## src/rtl/pad_poll_scheduler_if.sv

```systemverilog
// -----------------------------------------------------------------------------
// pad_poll_scheduler_if
// Bundles the poll request, pad-facing lines and snapshot handshake of the
// controller-port poll scheduler.
//   poll_req      : single-cycle poll request (frame timing -> scheduler)
//   mode1/mode2   : per-port pad type, 0 = NES (8 bits), 1 = SNES (16 bits)
//   data1/data2   : serial pad data, active low, already synchronised
//   ack           : consumer accepts the current snapshot
//   strobe_latch  : latch line to both pads
//   shift_clock   : shift clock to both pads, idles high
//   busy          : poll sequence in progress
//   buttons1/2    : captured buttons, active high
//   valid         : snapshot available
//   overrun       : an unacknowledged snapshot was overwritten
// master = requester / pads / consumer side, slave = scheduler.
// -----------------------------------------------------------------------------
interface pad_poll_scheduler_if;
    logic        poll_req;
    logic        mode1;
    logic        mode2;
    logic        data1;
    logic        data2;
    logic        ack;
    logic        strobe_latch;
    logic        shift_clock;
    logic        busy;
    logic [15:0] buttons1;
    logic [15:0] buttons2;
    logic        valid;
    logic        overrun;

    modport master (
        output poll_req, mode1, mode2, data1, data2, ack,
        input  strobe_latch, shift_clock, busy, buttons1, buttons2, valid, overrun
    );

    modport slave (
        input  poll_req, mode1, mode2, data1, data2, ack,
        output strobe_latch, shift_clock, busy, buttons1, buttons2, valid, overrun
    );
endinterface

```

## src/rtl/pad_poll_scheduler.sv

```systemverilog
// -----------------------------------------------------------------------------
// pad_poll_scheduler
// Runs the shared latch/shift sequence for both controller ports once per
// poll request and publishes a button word per port through valid/ack.
// Ports:
//   i_clk    : system clock, rising edge
//   i_rst_n  : asynchronous active-low reset
//   bus      : pad_poll_scheduler_if.slave (request, pad lines, snapshot)
// Parameters:
//   LATCH_CYCLES : cycles the latch line is held high per poll (>=1)
//   HALF_CYCLES  : cycles per shift-clock half period and post-latch settle (>=1)
// -----------------------------------------------------------------------------

// Per-port shadow register. Collects sampled bits for one pad and presents
// the word as it will look after the current sample, with the NES upper
// byte forced to zero.
module pad_poll_port (
    input  logic        i_clk,
    input  logic        i_rst_n,
    input  logic        i_clr,
    input  logic        i_smp,
    input  logic [3:0]  i_bit,
    input  logic        i_data_n,
    input  logic        i_nes,
    output logic [15:0] o_word_nxt
);
    logic [15:0] r_shadow;
    logic [15:0] w_shadow_nxt;

    always_comb begin
        w_shadow_nxt = r_shadow;
        if (i_smp) w_shadow_nxt[i_bit] = ~i_data_n;
    end

    assign o_word_nxt = i_nes ? {8'h00, w_shadow_nxt[7:0]} : w_shadow_nxt;

    always_ff @(posedge i_clk or negedge i_rst_n) begin
        if (!i_rst_n)   r_shadow <= '0;
        else if (i_clr) r_shadow <= '0;
        else if (i_smp) r_shadow <= w_shadow_nxt;
    end
endmodule

module pad_poll_scheduler #(
    parameter int LATCH_CYCLES = 600,
    parameter int HALF_CYCLES  = 300
) (
    input logic                 i_clk,
    input logic                 i_rst_n,
    pad_poll_scheduler_if.slave bus
);
    localparam int NUM_PORTS = 2;
    localparam int MAXC      = (LATCH_CYCLES > HALF_CYCLES) ? LATCH_CYCLES : HALF_CYCLES;
    localparam int CW        = $clog2(MAXC + 1);
    localparam logic [CW-1:0] LAST_L = CW'(LATCH_CYCLES - 1);
    localparam logic [CW-1:0] LAST_H = CW'(HALF_CYCLES - 1);

    typedef enum logic [2:0] {
        S_IDLE, S_LATCH, S_SETTLE, S_SHIFT_LO, S_SHIFT_HI, S_DONE
    } state_t;

    state_t                       r_state;
    logic [CW-1:0]                r_cnt;
    logic [3:0]                   r_bit;
    logic [NUM_PORTS-1:0]         r_mode;
    logic                         r_pending;
    logic                         r_strobe;
    logic                         r_shclk;
    logic                         r_busy;
    logic                         r_valid;
    logic                         r_overrun;
    logic [NUM_PORTS-1:0][15:0]   r_buttons;

    logic                         w_half_end;
    logic                         w_smp;
    logic                         w_n16;
    logic                         w_last_bit;
    logic                         w_start;
    logic [NUM_PORTS-1:0]         w_mode_in;
    logic [NUM_PORTS-1:0]         w_data_n;
    logic [NUM_PORTS-1:0][15:0]   w_word_nxt;

    assign w_mode_in  = {bus.mode2, bus.mode1};
    assign w_data_n   = {bus.data2, bus.data1};
    assign w_half_end = (r_cnt == LAST_H);
    // Bit 0 is taken at the end of SETTLE, later bits at the end of SHIFT_HI.
    assign w_smp      = w_half_end && ((r_state == S_SETTLE) || (r_state == S_SHIFT_HI));
    assign w_n16      = |r_mode;
    assign w_last_bit = (r_bit == (w_n16 ? 4'd15 : 4'd7));
    // A sequence starts from IDLE on a request, or straight out of DONE when
    // a request is queued or arrives during DONE itself.
    assign w_start    = ((r_state == S_IDLE) && bus.poll_req) ||
                        ((r_state == S_DONE) && (r_pending || bus.poll_req));

    genvar gp;
    generate
        for (gp = 0; gp < NUM_PORTS; gp++) begin : g_port
            pad_poll_port u_port (
                .i_clk      (i_clk),
                .i_rst_n    (i_rst_n),
                .i_clr      (w_start),
                .i_smp      (w_smp),
                .i_bit      (r_bit),
                .i_data_n   (w_data_n[gp]),
                .i_nes      (~r_mode[gp]),
                .o_word_nxt (w_word_nxt[gp])
            );
        end
    endgenerate

    always_ff @(posedge i_clk or negedge i_rst_n) begin
        if (!i_rst_n) begin
            r_state   <= S_IDLE;
            r_cnt     <= '0;
            r_bit     <= '0;
            r_mode    <= '0;
            r_pending <= 1'b0;
            r_strobe  <= 1'b0;
            r_shclk   <= 1'b1;
            r_busy    <= 1'b0;
            r_valid   <= 1'b0;
            r_overrun <= 1'b0;
            r_buttons <= '0;
        end else begin
            if (bus.ack && r_valid) begin
                r_valid   <= 1'b0;
                r_overrun <= 1'b0;
            end
            // Requests while busy collapse into a single queued poll.
            if (bus.poll_req && r_busy) r_pending <= 1'b1;

            if (w_start) begin
                r_state   <= S_LATCH;
                r_cnt     <= '0;
                r_bit     <= '0;
                r_mode    <= w_mode_in;
                r_pending <= 1'b0;
                r_strobe  <= 1'b1;
                r_shclk   <= 1'b1;
                r_busy    <= 1'b1;
            end else begin
                case (r_state)
                    S_LATCH: begin
                        if (r_cnt == LAST_L) begin
                            r_cnt    <= '0;
                            r_strobe <= 1'b0;
                            r_state  <= S_SETTLE;
                        end else begin
                            r_cnt <= r_cnt + CW'(1);
                        end
                    end
                    S_SETTLE: begin
                        if (w_half_end) begin
                            r_cnt   <= '0;
                            r_bit   <= 4'd1;
                            r_shclk <= 1'b0;
                            r_state <= S_SHIFT_LO;
                        end else begin
                            r_cnt <= r_cnt + CW'(1);
                        end
                    end
                    S_SHIFT_LO: begin
                        if (w_half_end) begin
                            r_cnt   <= '0;
                            r_shclk <= 1'b1;
                            r_state <= S_SHIFT_HI;
                        end else begin
                            r_cnt <= r_cnt + CW'(1);
                        end
                    end
                    S_SHIFT_HI: begin
                        if (w_half_end) begin
                            r_cnt <= '0;
                            if (w_last_bit) begin
                                // The snapshot is published on the edge that
                                // enters DONE, so Valid/Buttons are visible
                                // during DONE. An Ack sampled on this same edge
                                // targets the old snapshot: the new one stays
                                // valid and no overrun is flagged.
                                r_buttons <= w_word_nxt;
                                r_valid   <= 1'b1;
                                r_overrun <= r_valid && !bus.ack;
                                r_state   <= S_DONE;
                            end else begin
                                r_bit   <= r_bit + 4'd1;
                                r_shclk <= 1'b0;
                                r_state <= S_SHIFT_LO;
                            end
                        end else begin
                            r_cnt <= r_cnt + CW'(1);
                        end
                    end
                    S_DONE: begin
                        // No queued request here (w_start handles that case).
                        r_busy  <= 1'b0;
                        r_state <= S_IDLE;
                    end
                    default: begin
                        r_state <= S_IDLE;
                    end
                endcase
            end
        end
    end

    assign bus.strobe_latch = r_strobe;
    assign bus.shift_clock  = r_shclk;
    assign bus.busy         = r_busy;
    assign bus.buttons1     = r_buttons[0];
    assign bus.buttons2     = r_buttons[1];
    assign bus.valid        = r_valid;
    assign bus.overrun      = r_overrun;
endmodule
```

## src/flat_wrapper.sv

```systemverilog
// flat-port wrapper written by rule: the top's interface ports become plain ports
module pad_poll_scheduler_flat 
#(
    parameter int LATCH_CYCLES = 600,
    parameter int HALF_CYCLES  = 300
)
  (i_clk, i_rst_n, bus_poll_req, bus_mode1, bus_mode2, bus_data1, bus_data2, bus_ack, bus_strobe_latch, bus_shift_clock, bus_busy, bus_buttons1, bus_buttons2, bus_valid, bus_overrun);
  pad_poll_scheduler_if bus_i ();
  input logic i_clk;
  input logic i_rst_n;
  input wire logic [$bits(bus_i.poll_req)-1:0] bus_poll_req;
  input wire logic [$bits(bus_i.mode1)-1:0] bus_mode1;
  input wire logic [$bits(bus_i.mode2)-1:0] bus_mode2;
  input wire logic [$bits(bus_i.data1)-1:0] bus_data1;
  input wire logic [$bits(bus_i.data2)-1:0] bus_data2;
  input wire logic [$bits(bus_i.ack)-1:0] bus_ack;
  output wire logic [$bits(bus_i.strobe_latch)-1:0] bus_strobe_latch;
  output wire logic [$bits(bus_i.shift_clock)-1:0] bus_shift_clock;
  output wire logic [$bits(bus_i.busy)-1:0] bus_busy;
  output wire logic [$bits(bus_i.buttons1)-1:0] bus_buttons1;
  output wire logic [$bits(bus_i.buttons2)-1:0] bus_buttons2;
  output wire logic [$bits(bus_i.valid)-1:0] bus_valid;
  output wire logic [$bits(bus_i.overrun)-1:0] bus_overrun;
  assign bus_i.poll_req = bus_poll_req;
  assign bus_i.mode1 = bus_mode1;
  assign bus_i.mode2 = bus_mode2;
  assign bus_i.data1 = bus_data1;
  assign bus_i.data2 = bus_data2;
  assign bus_i.ack = bus_ack;
  assign bus_strobe_latch = bus_i.strobe_latch;
  assign bus_shift_clock = bus_i.shift_clock;
  assign bus_busy = bus_i.busy;
  assign bus_buttons1 = bus_i.buttons1;
  assign bus_buttons2 = bus_i.buttons2;
  assign bus_valid = bus_i.valid;
  assign bus_overrun = bus_i.overrun;
  pad_poll_scheduler #(.LATCH_CYCLES(LATCH_CYCLES), .HALF_CYCLES(HALF_CYCLES)) u_core (.i_clk(i_clk), .i_rst_n(i_rst_n), .bus(bus_i));
endmodule
```

## config.mk

```make
export PLATFORM = sky130hd
export DESIGN_NAME = pad_poll_scheduler_flat
export DESIGN_NICKNAME = d
export VERILOG_FILES = /design/src/rtl/pad_poll_scheduler_if.sv /design/src/rtl/pad_poll_scheduler.sv /design/src/flat_wrapper.sv
export SDC_FILE = /design/constraint.sdc
export NUM_CORES = 1
export LEC_CHECK = 0
export ABC_AREA = 1
export CELL_PAD_IN_SITES_DETAIL_PLACEMENT = 1
export CELL_PAD_IN_SITES_GLOBAL_PLACEMENT = 1
export CORE_MARGIN = 3
export CORE_UTILIZATION = 30
export CTS_CLUSTER_DIAMETER = 40
export DETAILED_ROUTE_END_ITERATION = 16
export PLACE_DENSITY_LB_ADDON = 0.1
export SLEW_MARGIN = 10
export SYNTH_ARGS = -nofsm -noshare
export SYNTH_HDL_FRONTEND = slang
export SYNTH_HIERARCHICAL = 1
export SYNTH_SLANG_ARGS = --single-unit
```

## constraint.sdc

```tcl
create_clock -name i_clk -period 2.8 [get_ports i_clk]
set_clock_uncertainty 0.05 [all_clocks]
set_input_delay 0.56 -clock i_clk [delete_from_list [all_inputs] [get_ports i_clk]]
set_output_delay 0.56 -clock i_clk [all_outputs]
set_load 0.05 [all_outputs]
```

# [After elaboration in Yosys (flattened, before gate mapping)]
# Cells that the tools add are included.
# W data, S select, Z words.
[word_totals] ff_bits=89 in_bits=8 out_inout_bits=37 wordCells=113
[classes] n_addsub=2 n_lt_le_gt_ge=2 eq_ne=13 mux=52 n_bitwise=3 n_reduce_logical=27
[op_table] cell="$mux W16" n=8
[op_table] cell="$bwmux W16" n=2
[op_table] cell="$mux W10" n=3
[op_table] cell="$mux W1" n=23
[op_table] cell="$mux W4" n=5
[op_table] cell="$pmux W10 S2" n=1
[op_table] cell="$mux W3" n=6
[op_table] cell="$ne A3 B2 Y1 const B" n=4
[op_table] cell="$pmux W3 S4" n=1
[op_table] cell="$reduce_and A4 Y1" n=3
[op_table] cell="$add A10 B1 Y10 const B" n=1
[op_table] cell="$eq A10 B10 Y1 const B" n=1
[op_table] cell="$eq A10 B9 Y1 const B" n=1
[op_table] cell="$reduce_bool A2 Y1" n=5
[op_table] cell="$pmux W4 S2" n=1
[op_table] cell="$logic_and A1 B1 Y1" n=7
[op_table] cell="$eq A3 B2 Y1 const B" n=2
[op_table] cell="$eq A3 B3 Y1 const B" n=2
[op_table] cell="$reduce_bool A3 Y1" n=2
[op_table] cell="$lt A4 B5 Y1 const B" n=1
[op_table] cell="$reduce_and A5 Y1" n=1
[op_table] cell="$add A4 B1 Y4 const B" n=1
[op_table] cell="$demux W1 S4" n=1
[op_table] cell="$eq A4 B4 Y1" n=1
[op_table] cell="other kinds (12)" n=16

# [Depth between registers and ports, before layout]
# Gate-level depths: netlist (run 1).
[depth] ltp_word=8 mapped_depth=14 depth_no_buf=13

# [Hierarchy]
# The synthesis (run 1) kept the hierarchy.
[by_module_without_submodules] mod="pad_poll_scheduler" instances=1 cells_each=357 area_each_um2=2824.0 seq_area_each_um2=1427.6
[by_module_without_submodules] mod="pad_poll_port" instances=2 cells_each=144 area_each_um2=953.4 seq_area_each_um2=400.4

# [Worst setup path after synthesis (run 1)]
# No wires, ideal clock.
[synth_timing] path_kind="flip-flop to flip-flop" startpoint="register u_core.r_cnt[0]" endpoint="register u_core.r_buttons, in the netlist u_core/bus.buttons1[13]" arrival_ns=1.879 required_time_ns=2.685 setup_slack_ns=0.806 stages_incl_launch_ff=13 n_path_buf=1 synth_period_minus_slack_ns=1.994 cell_sequence="dfrtp_1 -> ha_1 -> nand2_1 -> nor2_1 -> nand4_2 -> nor2_1 -> buf_4 -> nand3_1 -> nor2_1 -> o21ai_0 -> nor2_1 -> nand3_1 -> nand2_1"
[synth_rtl] element="start: declaration" line="pad_poll_scheduler.sv:63" source="logic [CW-1:0] r_cnt;"
[synth_rtl] element="start signal: assignment" line="pad_poll_scheduler.sv:149" source="r_cnt <= r_cnt + CW'(1);"
[synth_rtl] element="start signal: assignment" line="pad_poll_scheduler.sv:159" source="r_cnt <= r_cnt + CW'(1);"
[synth_rtl] element="start signal: assignment" line="pad_poll_scheduler.sv:168" source="r_cnt <= r_cnt + CW'(1);"
[synth_rtl] element="end signal: assignment" line="pad_poll_scheduler.sv:180" source="r_buttons <= w_word_nxt;"
[synth_rtl] element="end: declaration" line="pad_poll_scheduler.sv:72" source="logic [NUM_PORTS-1:0][15:0] r_buttons;"

==> results of run 1 <==
[layer usage]
| layer | vias to the layer above | share of wire, % | global-route usage [%] |
|---|---|---|---|
| met2 | 45 | 48 | 25.93 |
| met1 | 2037 | 48 | 20.92 |
| met3 | 10 | 3.0 | 2.374 |
| met5 | - | 0 | 0 |
| met4 | 0 | 1.3 | 5.251 |
| li1 | 2096 | - | - |
[cells in the final DEF (no fill, tap or decap), types with 2 or more instances in the layout]
master,instances
o21ai_1,7
nand2_1,205
nand4_1,13
dfrtp_1,88
o21ai_0,19
clkdlybuf4s50_1,43
nand3_2,3
ha_1,2
nand2_2,4
bufinv_16,2
clkinvlp_4,2
nor3_1,2
nor2_4,4
o21bai_1,8
a21oi_1,7
nand3_1,82
buf_4,4
clkbuf_1,2
inv_2,11
nor2_1,90
clkbuf_16,9
nor2_2,6
inv_1,61
buf_12,3
[where the power goes]
group | internal (uW) | leakage (uW) | total [uW] | switching, uW
registers | 1390 | 0.00105 | 1540 | 146
clock network | 782 | 0.000146 | 1300 | 514
logic | 287 | 0.00157 | 1040 | 752
total | 2460 | 0.00276 | 3880 | 1410
[logic make-up after synthesis]
kind of cell	count (synthesis)	share of synthesized area (%)
adder cells (fa/ha/maj)	2	0.5289
buffers and inverters	96	9.098
AND/OR/NAND/NOR	413	37.71
AO/OA/AOI/OAI	43	5.184
flip-flops	89	47.10
XOR/XNOR	2	0.3703
[metrics by stage]
step / setup WS (ps) / instance area [um^2] / total power [uW] / util (%)
after detailed placement: 372.4 / 5355 / 2626 / 34.97
after global placement: 427.0 / 5355 / 2607 / 34.97
after global routing: 165.6 / 5668 / 4182 / 37.01
after floorplan: 805.7 / 4731 / 2295 / -
final: 407.4 / 5668 / 3875 / 37.01
after CTS: 387.2 / 5668 / 3961 / 37.01
[area by class of cell]
| type | instances | area, um^2 |
|---|---|---|
| Timing Repair Buffer | 50 | 520.5 |
| Sequential cell | 89 | 2228 |
| Clock inverter | 5 | 80.08 |
| Tap cell | 211 | 264.0 |
| Clock buffer | 11 | 232.7 |
| Inverter | 72 | 270.3 |
| Fill cell | 1905 | 9647 |
| Multi-Input combinational cell | 460 | 2072 |
[path summary, 6_finish.rpt]
path                            slack, ps  cells after the start                                  end                               start
worst max-delay path                  410                     13  u_core/bus.buttons2[15]$_DFFE_PN0P_         u_core/r_cnt[0]$_DFFE_PN0P_
worst min-delay path                  120                      1   u_core/bus.buttons2[7]$_DFFE_PN0P_                             i_rst_n
worst max register to register        410                     13  u_core/bus.buttons2[15]$_DFFE_PN0P_         u_core/r_cnt[0]$_DFFE_PN0P_
worst min register to register        410                      2   u_core/bus.shift_clock$_DFFE_PN1P_  u_core/bus.shift_clock$_DFFE_PN1P_
max in group asynchronous            1890                      2          u_core/r_cnt[0]$_DFFE_PN0P_                             i_rst_n
min in group i_clk                    410                      2   u_core/bus.shift_clock$_DFFE_PN1P_  u_core/bus.shift_clock$_DFFE_PN1P_
[state kept, by name, indices dropped and copies added, names as in the netlist, 2 cells and up]
| register | cells |
|---|---|
| u_core/g_port.u_port/r_shadow | 32 |
| u_core/bus.buttons1 | 16 |
| u_core/bus.buttons2 | 16 |
| u_core/r_mode | 2 |
| u_core/r_bit | 4 |
| u_core/r_state | 3 |
| u_core/r_cnt | 10 |
==> summary by stage, run 1 <==
Drt
The number of vias per cell after detailed routing is 4.664. The routed layout has 4188 vias. The mean routed wirelength per cell is 14.14 um. The first-iteration detailed-routing DRC count is 174.

The total length of routed wires is 12700 um. The pre-antenna-repair detailed-routing pass consisted of 4 iterations. For this run, design rule violations remaining after detail routing come to 0. The remaining number of nets flagged by the antenna check after routing is 0.

Synthesis
The summed instance area of the synthesized netlist is 4731 um^2. When the netlist entered floorplanning its net count stood at 655. Yosys printed 6 warnings. Synthesis instantiated 32 different standard cells from the library. The most frequent cell after synthesis is nand2_1. By area the synthesized netlist is led by dfrtp_1 47%, nand2_1 16%, nand3_1 8.7%. The top cell type's share of synthesized area is 46.55%. After synthesis, the share of flip-flops with an asynchronous set or reset is 100.0%. The fraction of the yosys area taken by sequential cells is 47.10%.

The commonest cells after synthesis are 205 x nand2_1, 90 x nor2_1, 88 x dfrtp_1, 82 x nand3_1, 61 x inv_1. After synthesis the netlist holds a flip-flop and latch count of 89. Each instance of the synthesized netlist takes up on average 7.335 um^2. In the synthesized netlist the dominant register cell turns out to be dfrtp_1. The synthesized instance count is 645.

The most area-hungry cell type in the Yosys netlist is dfrtp_1. Counting flops with a built-in enable in the synthesized netlist gives 0.

Placement
Port buffering added 44 buffers. The weighted congestion at the end of routability-driven global placement is 0.8132. The cell count after placement is 882. The HPWL after detailed placement is 9068 um.

Worst setup path
The type of element launching the critical path is a flip-flop. Walking the worst path, the cells encountered are ha_1 > nand2_1 > nor2_1 > nand4_2 > nor2_1 > buf_12 > nand2_2 > nor2_2 > nand3_1 > o21ai_1 > nor2_1 > nand3_1 > nand2_1. STA puts the critical path data required time at 2980 ps. In this run the worst path has a maximum fanout of 22. The critical setup path kind is reg -> reg. The slowest stage of the critical path belongs to the cell dfrtp_1. The most common cell type on the critical path is nor2_1. The kind of end point of the critical path is a flip-flop.

The family with the most delay on the worst path is simple AND/OR/NAND/NOR gates. On the worst path, the slowest cell contributes a delay of 410 ps. At the worst endpoint, the arrival time is 2580 ps.

Counting both buffers and inverters, the worst setup path holds a total of 1.

Status
The run finished with clean final reports.

Global routing
The first global-routing pass estimated 22330 um of wire. The initial antenna violation count is 0. The via count of the first global-routing pass is 4451. Entering global routing, the biggest net connects 57 pins. The total congestion overflow is 0. The global routing usage summed across all routing layers is 15.64%.

Timing
The period utilization is 85.45%. The number of pins with negative max-slew slack in the final report is 0. Setup violations remaining at the end of the flow were counted as 0.

Setup repair after global routing left no endpoint under its margin. Hold timing on the final database bottoms out at a slack of 121.8 ps. In the final timing run, aggregate negative setup slack is 0 ps. The final critical delay including setup and external delays is 2393 ps.

The final-report hold violation count is 0. For this run, the top clock speed supported by timing is 0.4180 GHz. The transition time of the tightest slew-check pin is 662.5 ps. The max-slew headroom at the worst pin is 55.83%.

Run
Across the run, the number of max-cap violations was 0.

Die
The floorplan step set the die width to 131.6 um. The number of placement rows is 45. 45 I/O pins were placed. The floorplan step defined a core boundary enclosing 15310 um^2.

For this configuration, the core starts out at a cell density of 30.89%. The die covers 17310 um^2. The chip height is 131.6 um.

Clock tree
The number of hold buffers added after CTS was 0. In this run the deepest clock path goes through 2 buffers. The deepest level of the CTS H-tree is 3. TritonCTS built the clock tree. The clock-pin slew of the registers on the worst-case setup and hold paths is 70 ps.

At the later pin of the worst-skew pair, clock insertion delay measures 340 ps. The number of gates given a new drive strength after cts is 0. In this run the clock root is driven by a clkbuf_16.

The post-CTS setup repair buffer count is 0. The number of sinks driven by the clock tree is 89. The number of clock buffers added by TritonCTS is 9.

Finish
The number of standard cells in the layout, taps in and fillers out is 898. The layout overhead on the synthesized area is 19.81%. The number of antenna diodes is 0.

At the end of the flow, the number of nets in the layout was 692. The fraction of final layout cells with drive strength greater than 1 is 7.860%.

Pwr
For this design the ratio of total power to cell area is 683.7 nW/um^2. The worst vdd rail ir drop is 0.0003445 V. The total leakage power is 0.002764 uW.

Min path
The path type of the worst min-delay path is in -> async.
(Power assumes the default switching activity.)
==> run 2, diff against run 1 <==
--- a/config.mk
+++ b/config.mk
@@ -9,7 +9,7 @@
 export CELL_PAD_IN_SITES_DETAIL_PLACEMENT = 1
 export CELL_PAD_IN_SITES_GLOBAL_PLACEMENT = 1
 export CORE_MARGIN = 3
-export CORE_UTILIZATION = 30
+export CORE_UTILIZATION = 35
 export CTS_CLUSTER_DIAMETER = 40
 export DETAILED_ROUTE_END_ITERATION = 16
 export PLACE_DENSITY_LB_ADDON = 0.1
==> summary by stage, run 2 (same netlist as run 1, synthesis figures left out) <==
Worst setup path
The buffering stage count on the worst path with inverters included was 4 (was 1). The startpoint of the worst register-to-register path is u_core/r_cnt[0]$_DFFE_PN0P_ (unchanged). The critical setup path kind is reg -> reg (unchanged). The data arrival time of the worst path is 2520 ps (was 2580 ps). The kind of end point of the critical path was a flip-flop (unchanged). The most common cell type on the critical path is nand2_1 (was nor2_1). Worst path cell trace: ha_1 > nand2_1 > nor2_1 > nand4_2 > nor2_1 > buf_4 > buf_4 > inv_2 > nor2_2 > nand3_1 > nand2_1 > inv_1 > nand3_1 > nand2_1 (was ha_1 > nand2_1 > nor2_1 > nand4_2 > nor2_1 > buf_12 > nand2_2 > nor2_2 > nand3_1 > o21ai_1 > nor2_1 > nand3_1 > nand2_1). The slack of the worst reg-to-reg path is 460 ps (was 410 ps).

The type of element launching the critical path is a flip-flop (unchanged). The launching element of the worst setup path is u_core/r_cnt[0]$_DFFE_PN0P_ (unchanged). The biggest fanout along the worst timing path is 16 (was 22). The worst-path cell with the longest stage delay is dfrtp_1 (unchanged).

The delay of the slowest cell on the worst path is 410 ps (about the same). The family with the most delay on the worst path was simple AND/OR/NAND/NOR gates (unchanged). The data required time of the critical path is 2990 ps (was 2980 ps). The number of cells on the critical path came to 14 (was 13). The number of cells on the worst reg-to-reg path is 14 (was 13).

Timing
The final critical delay including setup and external delays is 2336 ps (was 2393 ps). The setup TNS after final layout is 0 ps (unchanged). RSZ-0062 raised after global routing: false (unchanged).

The period utilization is 83.44% (was 85.45%). The transition time of the tightest slew-check pin is 643.3 ps (was 662.5 ps). The highest clock frequency the design can meet is 0.4280 GHz (was 0.4180 GHz). The final-report hold violation count came to 0 (unchanged). The max-slew headroom at the worst pin is 57.11% (was 55.83%). The final-report setup violation count was 0 (unchanged). The number of pins with negative max-slew slack in the final report is 0 (unchanged).

Run
The max-cap violation count was 0 (unchanged).

Finish
The utilization of the core after routing is 43.27% (was 37.01%). The layout overhead on the synthesized area is 18.25% (was 19.81%). The register with the most flip-flops was u_core/g_port.u_port/r_shadow (unchanged). The fraction of final layout cells with drive strength greater than 1 is 8.273% (was 7.860%).

Most used cells in the layout excluding fill and tap cells: 205 x nand2_1, 90 x nor2_1, 88 x dfrtp_1 (unchanged). The number of antenna diodes was 0 (unchanged). The net count reported at finish was 694 (was 692). The most common library cell in the layout ignoring fill and taps is nand2_1 (unchanged). The number of flip-flops in the largest register is 32 (unchanged).

Drt
The number of detailed-routing iterations run before antenna repair is 4 (unchanged). The wire length on met1 is 5851 um (was 6076 um). The mean routed wirelength per cell is 14.27 um (was 14.14 um). The DRC violation count after routing was 0 (unchanged). The total length of routed wires was 12290 um (was 12700 um). The remaining number of nets flagged by the antenna check after routing is 0 (unchanged). The routed length on met3 came to 227 um (was 378 um). The first-iteration detailed-routing DRC count is 157 (was 174).

The number of vias per cell after detailed routing is 4.856 (was 4.664). The number of vias in the routed layout is 4181 (was 4188). The met2 wire length came to 5990 um (was 6075 um). The highest metal layer with signal wires is met4 (unchanged).

Clock tree
The number of buffers created by CTS came to 9 (unchanged). The TritonCTS clock tree was built (unchanged). The post-CTS setup repair buffer count was 0 (unchanged). The clock-pin slew of the registers on the worst-case setup and hold paths was 70 ps (about the same). The later-pin clock latency in the skew report is 350 ps (was 340 ps). The number of gates given a new drive strength after cts was 0 (unchanged). The cell chosen for the clock root is clkbuf_16 (unchanged). The total of hold buffers inserted after clock tree synthesis is 0 (unchanged). The number of sinks driven by the clock tree is 89 (unchanged). The number of buffers on the longest clock path came to 2 (unchanged).

The deepest level of the CTS H-tree is 3 (unchanged).

Placement
The weighted congestion at the end of routability-driven global placement was 0.8439 (was 0.8132). The number of port buffers is 44 (unchanged). The post-detailed-placement half-perimeter wirelength was 8843 um (was 9068 um).

Die
The chip width was 122.3 um (was 131.6 um). The chip height is 122.3 um (was 131.6 um). The area of the die was 14950 um^2 (was 17310 um^2).

The number of top-level design ports came to 45 (unchanged). The area of the placeable core is 12930 um^2 (was 15310 um^2). The starting density of the core is 36.60% (was 30.89%).

The number of placement rows is 41 (was 45).

Pwr
The fraction of power consumed by combinational cells came to 26.7% (was 26.8%). The power share of the sequential group is 40.8% (was 39.7%). The power density over cell area was 677.7 nW/um^2 (was 683.7 nW/um^2). The switching power summed over all nets was 1422 uW (was 1413 uW). The cell internal power dissipation is 2369 uW (was 2463 uW).

The total leakage power came to 0.002766 uW (was 0.002764 uW). The worst vdd rail ir drop came to 0.0003852 V (was 0.0003445 V). The part of the power in the clock network was 32.5% (was 33.4%). The share of total power consumed by net switching is 37.51% (was 36.45%).

Global routing
The initial antenna violation count is 0 (unchanged). The pin count of the biggest net entering global routing was 52 (was 57). The global routing usage summed across all routing layers is 18.25% (was 15.64%). The wire length of the first global-routing pass came to 21770 um (was 22330 um). The via count of the first global-routing pass was 4472 (was 4451).

The total congestion overflow is 0 (unchanged).

Status
Status: completed (unchanged).

Min path
The path type of the worst min-delay path is in -> async (unchanged).
run 2: routing by layer:
metal	GRT usage (%)	vias up
met1	24.05	2033
met5	0	-
met4	6.998	0
met3	2.673	14
li1	-	2101
met2	30.40	33
run 2: worst paths after layout:
check	to
min	u_core/bus.buttons2[11]$_DFFE_PN0P_
max reg2reg	u_core/bus.buttons2[7]$_DFFE_PN0P_
max	u_core/bus.buttons2[7]$_DFFE_PN0P_
max in group asynchronous	u_core/bus.buttons1[10]$_DFFE_PN0P_
min reg2reg	u_core/bus.shift_clock$_DFFE_PN1P_
min in group i_clk	u_core/bus.shift_clock$_DFFE_PN1P_
run 2: through the flow:
step	power (uW)	instance area (um^2)	worst slack [ps]	instances	hold WS (ps)
floorplan	2295	4731	805.7	645	214.4
global placement	2572	5296	429.2	845	399.4
detailed placement	2605	5296	347.9	845	404.2
CTS	3853	5594	433.5	861	150.7
global route	4068	5594	196.9	861	171.2
finish	3791	5594	463.8	861	127.2
run 2: power by group through the flow:
| stage | clock (uW) | sequential, uW | combinational [uW] |
|---|---|---|---|
| after floorplan | 0 | 1570 | 730 |
| after global placement | 0 | 1560 | 1010 |
| after detailed placement | 0 | 1570 | 1030 |
| after CTS | 1270 | 1550 | 1040 |
| after global routing | 1330 | 1570 | 1170 |
| final | 1230 | 1550 | 1010 |
run 2: final cells by class:
cell class	count	area, um^2
clock inverters	6	68.82
multi-input cells	460	2072
well taps	172	215.2
fillers	1641	7333
flip-flops and latches	89	2228
clock buffers	10	229.0
inverters	72	270.3
repair buffers	52	510.5
run 2: worst reg2reg max path, stage by stage (launching register included):
cell and delay [ps]:
dfrtp_1 410, ha_1 280, nand2_1 70, nor2_1 110, nand4_2 130, nor2_1 130
buf_4 240, buf_4 190, inv_2 40, nor2_2 170, nand3_1 100, nand2_1 140
inv_1 50, nand3_1 70, nand2_1 60
==> run 3, diff against run 2 <==
==> constraint.sdc (replaced) <==
create_clock -name i_clk -period 2.3 [get_ports i_clk]
set_clock_uncertainty 0.05 [all_clocks]
set_input_delay 0.46 -clock i_clk [delete_from_list [all_inputs] [get_ports i_clk]]
set_output_delay 0.46 -clock i_clk [all_outputs]
set_load 0.05 [all_outputs]
==> summary by stage, run 3 (same netlist as run 1, synthesis figures left out) <==
Clock tree
The number of sinks driven by the clock tree was 89 (unchanged). The number of buffers on the longest clock path was 2 (unchanged). The later-pin clock latency in the skew report is 350 ps (about the same). The cell chosen for the clock root is clkbuf_16 (unchanged). The clock-pin slew of the registers on the worst-case setup and hold paths came to 70 ps (about the same). The TritonCTS clock tree is built (unchanged).

The deepest level of the CTS H-tree came to 3 (unchanged). The total of hold buffers inserted after clock tree synthesis came to 0 (unchanged). The number of buffers created by CTS came to 9 (unchanged).

Drt
The total length of routed wires was 12970 um (was 12290 um). The number of vias in the routed layout was 4339 (was 4181). The mean routed wirelength per cell is 14.73 um (was 14.27 um). The first-iteration detailed-routing DRC count was 201 (was 157).

The DRC violation count after routing is 0 (unchanged). The number of detailed-routing iterations run before antenna repair is 4 (unchanged). The remaining number of nets flagged by the antenna check after routing came to 0 (unchanged).

The number of vias per cell after detailed routing came to 4.925 (was 4.856).

Timing
The final hold slack is -3.231 ps (was 127.2 ps). The final-report hold violation count was 4 (was 0). The final-report setup violation count is 0 (unchanged). The final critical delay including setup and external delays is 2178 ps. The max-slew headroom at the worst pin is 66.05% (was 57.11%). The period utilization is 94.71%. The highest clock frequency the design can meet is 0.4591 GHz. The smallest setup slack after layout is 121.6 ps (was 463.8 ps).

The transition time of the tightest slew-check pin is 507.3 ps (was 643.3 ps). The number of pins with negative max-slew slack in the final report is 0 (unchanged).

Finish
The net count reported at finish came to 714 (was 694). The register with the most flip-flops is u_core/g_port.u_port/r_shadow (unchanged). The filler cell count is 1652 (was 1641). The number of flip-flops in the largest register is 32 (unchanged).

The most common library cell in the layout ignoring fill and taps is nand2_1 (unchanged). Most used cells in the layout excluding fill and tap cells: 205 x nand2_1, 89 x nor2_1, 88 x dfrtp_1 (was 205 x nand2_1, 90 x nor2_1, 88 x dfrtp_1). The total area of multi-input combinational cells was 2079 um^2 (was 2072 um^2).

The layout overhead on the synthesized area was 22.59% (was 18.25%). The register area is 2228 um^2 (unchanged). The number of antenna diodes is 0 (unchanged). The fraction of final layout cells with drive strength greater than 1 came to 11.14% (was 8.273%). The utilization of the core after routing is 44.86% (was 43.27%).

Worst setup path
The worst reg2reg path endpoint is u_core/bus.buttons1[5]$_DFFE_PN0P_ (was u_core/bus.buttons2[7]$_DFFE_PN0P_). The worst-path cell with the longest stage delay is clkdlybuf4s50_1 (was dfrtp_1). Worst path cell trace: clkdlybuf4s50_1 (was ha_1 > nand2_1 > nor2_1 > nand4_2 > nor2_1 > buf_4 > buf_4 > inv_2 > nor2_2 > nand3_1 > nand2_1 > inv_1 > nand3_1 > nand2_1). The startpoint of the worst register-to-register path is u_core/r_cnt[1]$_DFFE_PN0P_ (was u_core/r_cnt[0]$_DFFE_PN0P_).

The data arrival time of the worst path was 1670 ps (was 2520 ps). The data required time of the critical path is 1790 ps (was 2990 ps). The family with the most delay on the worst path is buffers and inverters (was simple AND/OR/NAND/NOR gates). The critical setup path kind is reg -> out (was reg -> reg).

The slack of the worst reg-to-reg path came to 200 ps (was 460 ps). The number of cells on the worst reg-to-reg path is 14 (unchanged). The type of element launching the critical path is a flip-flop (unchanged). The buffering stage count on the worst path with inverters included is 1 (was 4). The kind of end point of the critical path was an output pin (was flip-flop).

The biggest fanout along the worst timing path came to 2 (was 16). The delay of the slowest cell on the worst path was 800 ps (was 410 ps).

Pwr
The total leakage power was 0.002885 uW (was 0.002766 uW). The power density over cell area is 850.4 nW/um^2 (was 677.7 nW/um^2). The worst vdd rail ir drop was 0.0004240 V (was 0.0003852 V).

Global routing
The pin count of the biggest net entering global routing is 58 (was 52). The initial antenna violation count is 0 (unchanged). The global routing usage summed across all routing layers was 18.80% (was 18.25%). The wire length of the first global-routing pass is 22490 um (was 21770 um). The via count of the first global-routing pass is 4617 (was 4472).

The total congestion overflow was 0 (unchanged).

Die
The chip height is 122.3 um (unchanged). The chip width is 122.3 um (unchanged). The number of placement rows is 41 (unchanged). The number of top-level design ports is 45 (unchanged). The area of the die is 14950 um^2 (unchanged). The starting density of the core is 36.60% (unchanged). The area of the placeable core was 12930 um^2 (unchanged).

Status
The final reports fail on negative hold slack. Status: finished with violations (was completed).

Placement
The number of port buffers is 44 (unchanged). The post-detailed-placement half-perimeter wirelength is 9221 um (was 8843 um). The worst slack after detailed placement is 139.4 ps (was 347.9 ps). The weighted congestion at the end of routability-driven global placement is 0.8088 (was 0.8439).

Run
The max-cap violation count is 0 (unchanged).

Min path
The path type of the worst min-delay path is in -> async (unchanged).
-- run 3: worst max-delay path by stage --
stage | to | startpoint | cells past startpoint | slack, ps
after floorplan | u_core/bus.buttons1[13]$_DFFE_PN0P_ | u_core/r_cnt[0]$_DFFE_PN0P_ | 12 | 310
after global placement | u_core/r_cnt[9]$_DFFE_PN0P_ | bus_poll_req | 8 | 200
after detailed placement | u_core/bus.buttons1[6]$_DFFE_PN0P_ | u_core/r_cnt[0]$_DFFE_PN0P_ | 14 | 140
after CTS | u_core/bus.buttons1[7]$_DFFE_PN0P_ | u_core/r_cnt[0]$_DFFE_PN0P_ | 15 | 80
after global routing | u_core/bus.buttons1[7]$_DFFE_PN0P_ | u_core/r_cnt[1]$_DFFE_PN0P_ | 15 | -20
final | bus_shift_clock | u_core/bus.shift_clock$_DFFE_PN1P_ | 1 | 120
-- run 3: layout make-up --
cell class | count | share of cell area [%]
Inverter | 72 | 4.660
Timing Repair Buffer | 72 | 11.67
Sequential cell | 89 | 38.43
Clock buffer | 10 | 4.121
Multi-Input combinational cell | 460 | 35.86
Clock inverter | 6 | 1.553
Tap cell | 172 | 3.711
-- run 3: metal layers --
metal / wire length (um) / share of wire [%] / track usage, % / vias up
li1: - / - / - / 2142
met1: 6030 / 46 / 24.22 / 2145
met2: 6501 / 50 / 32.43 / 41
met3: 270 / 2.1 / 2.673 / 11
met4: 170 / 1.3 / 6.368 / 0
met5: 0 / 0 / 0 / -
-- run 3: what timing repair did --
action | CTS | global route
gates resized for setup | 0 | 3
setup endpoints to repair | 0 | 16
buffers inserted | 0 | 4
endpoints found under the hold margin | 0 | 0
-- run 3: power by group --
| group | internal (uW) | total [uW] | switching (uW) |
|---|---|---|---|
| clock network | 986 | 1640 | 655 |
| logic | 467 | 1500 | 1030 |
| registers | 1700 | 1790 | 96.8 |
| total | 3150 | 4930 | 1780 |
-- run 3: metrics by stage --
stage                     instance area (um^2)  power, uW  hold slack [ps]  instances  TNS, ps
after detailed placement                  5429       3306            399.7        861        0
after floorplan                           4731       2794            114.4        645        0
after global placement                    5429       3264            394.5        861        0
after global routing                      5799       5269            41.51        881   -32.78
final                                     5799       4932           -3.231        881        0
after CTS                                 5758       4978            21.64        877        0
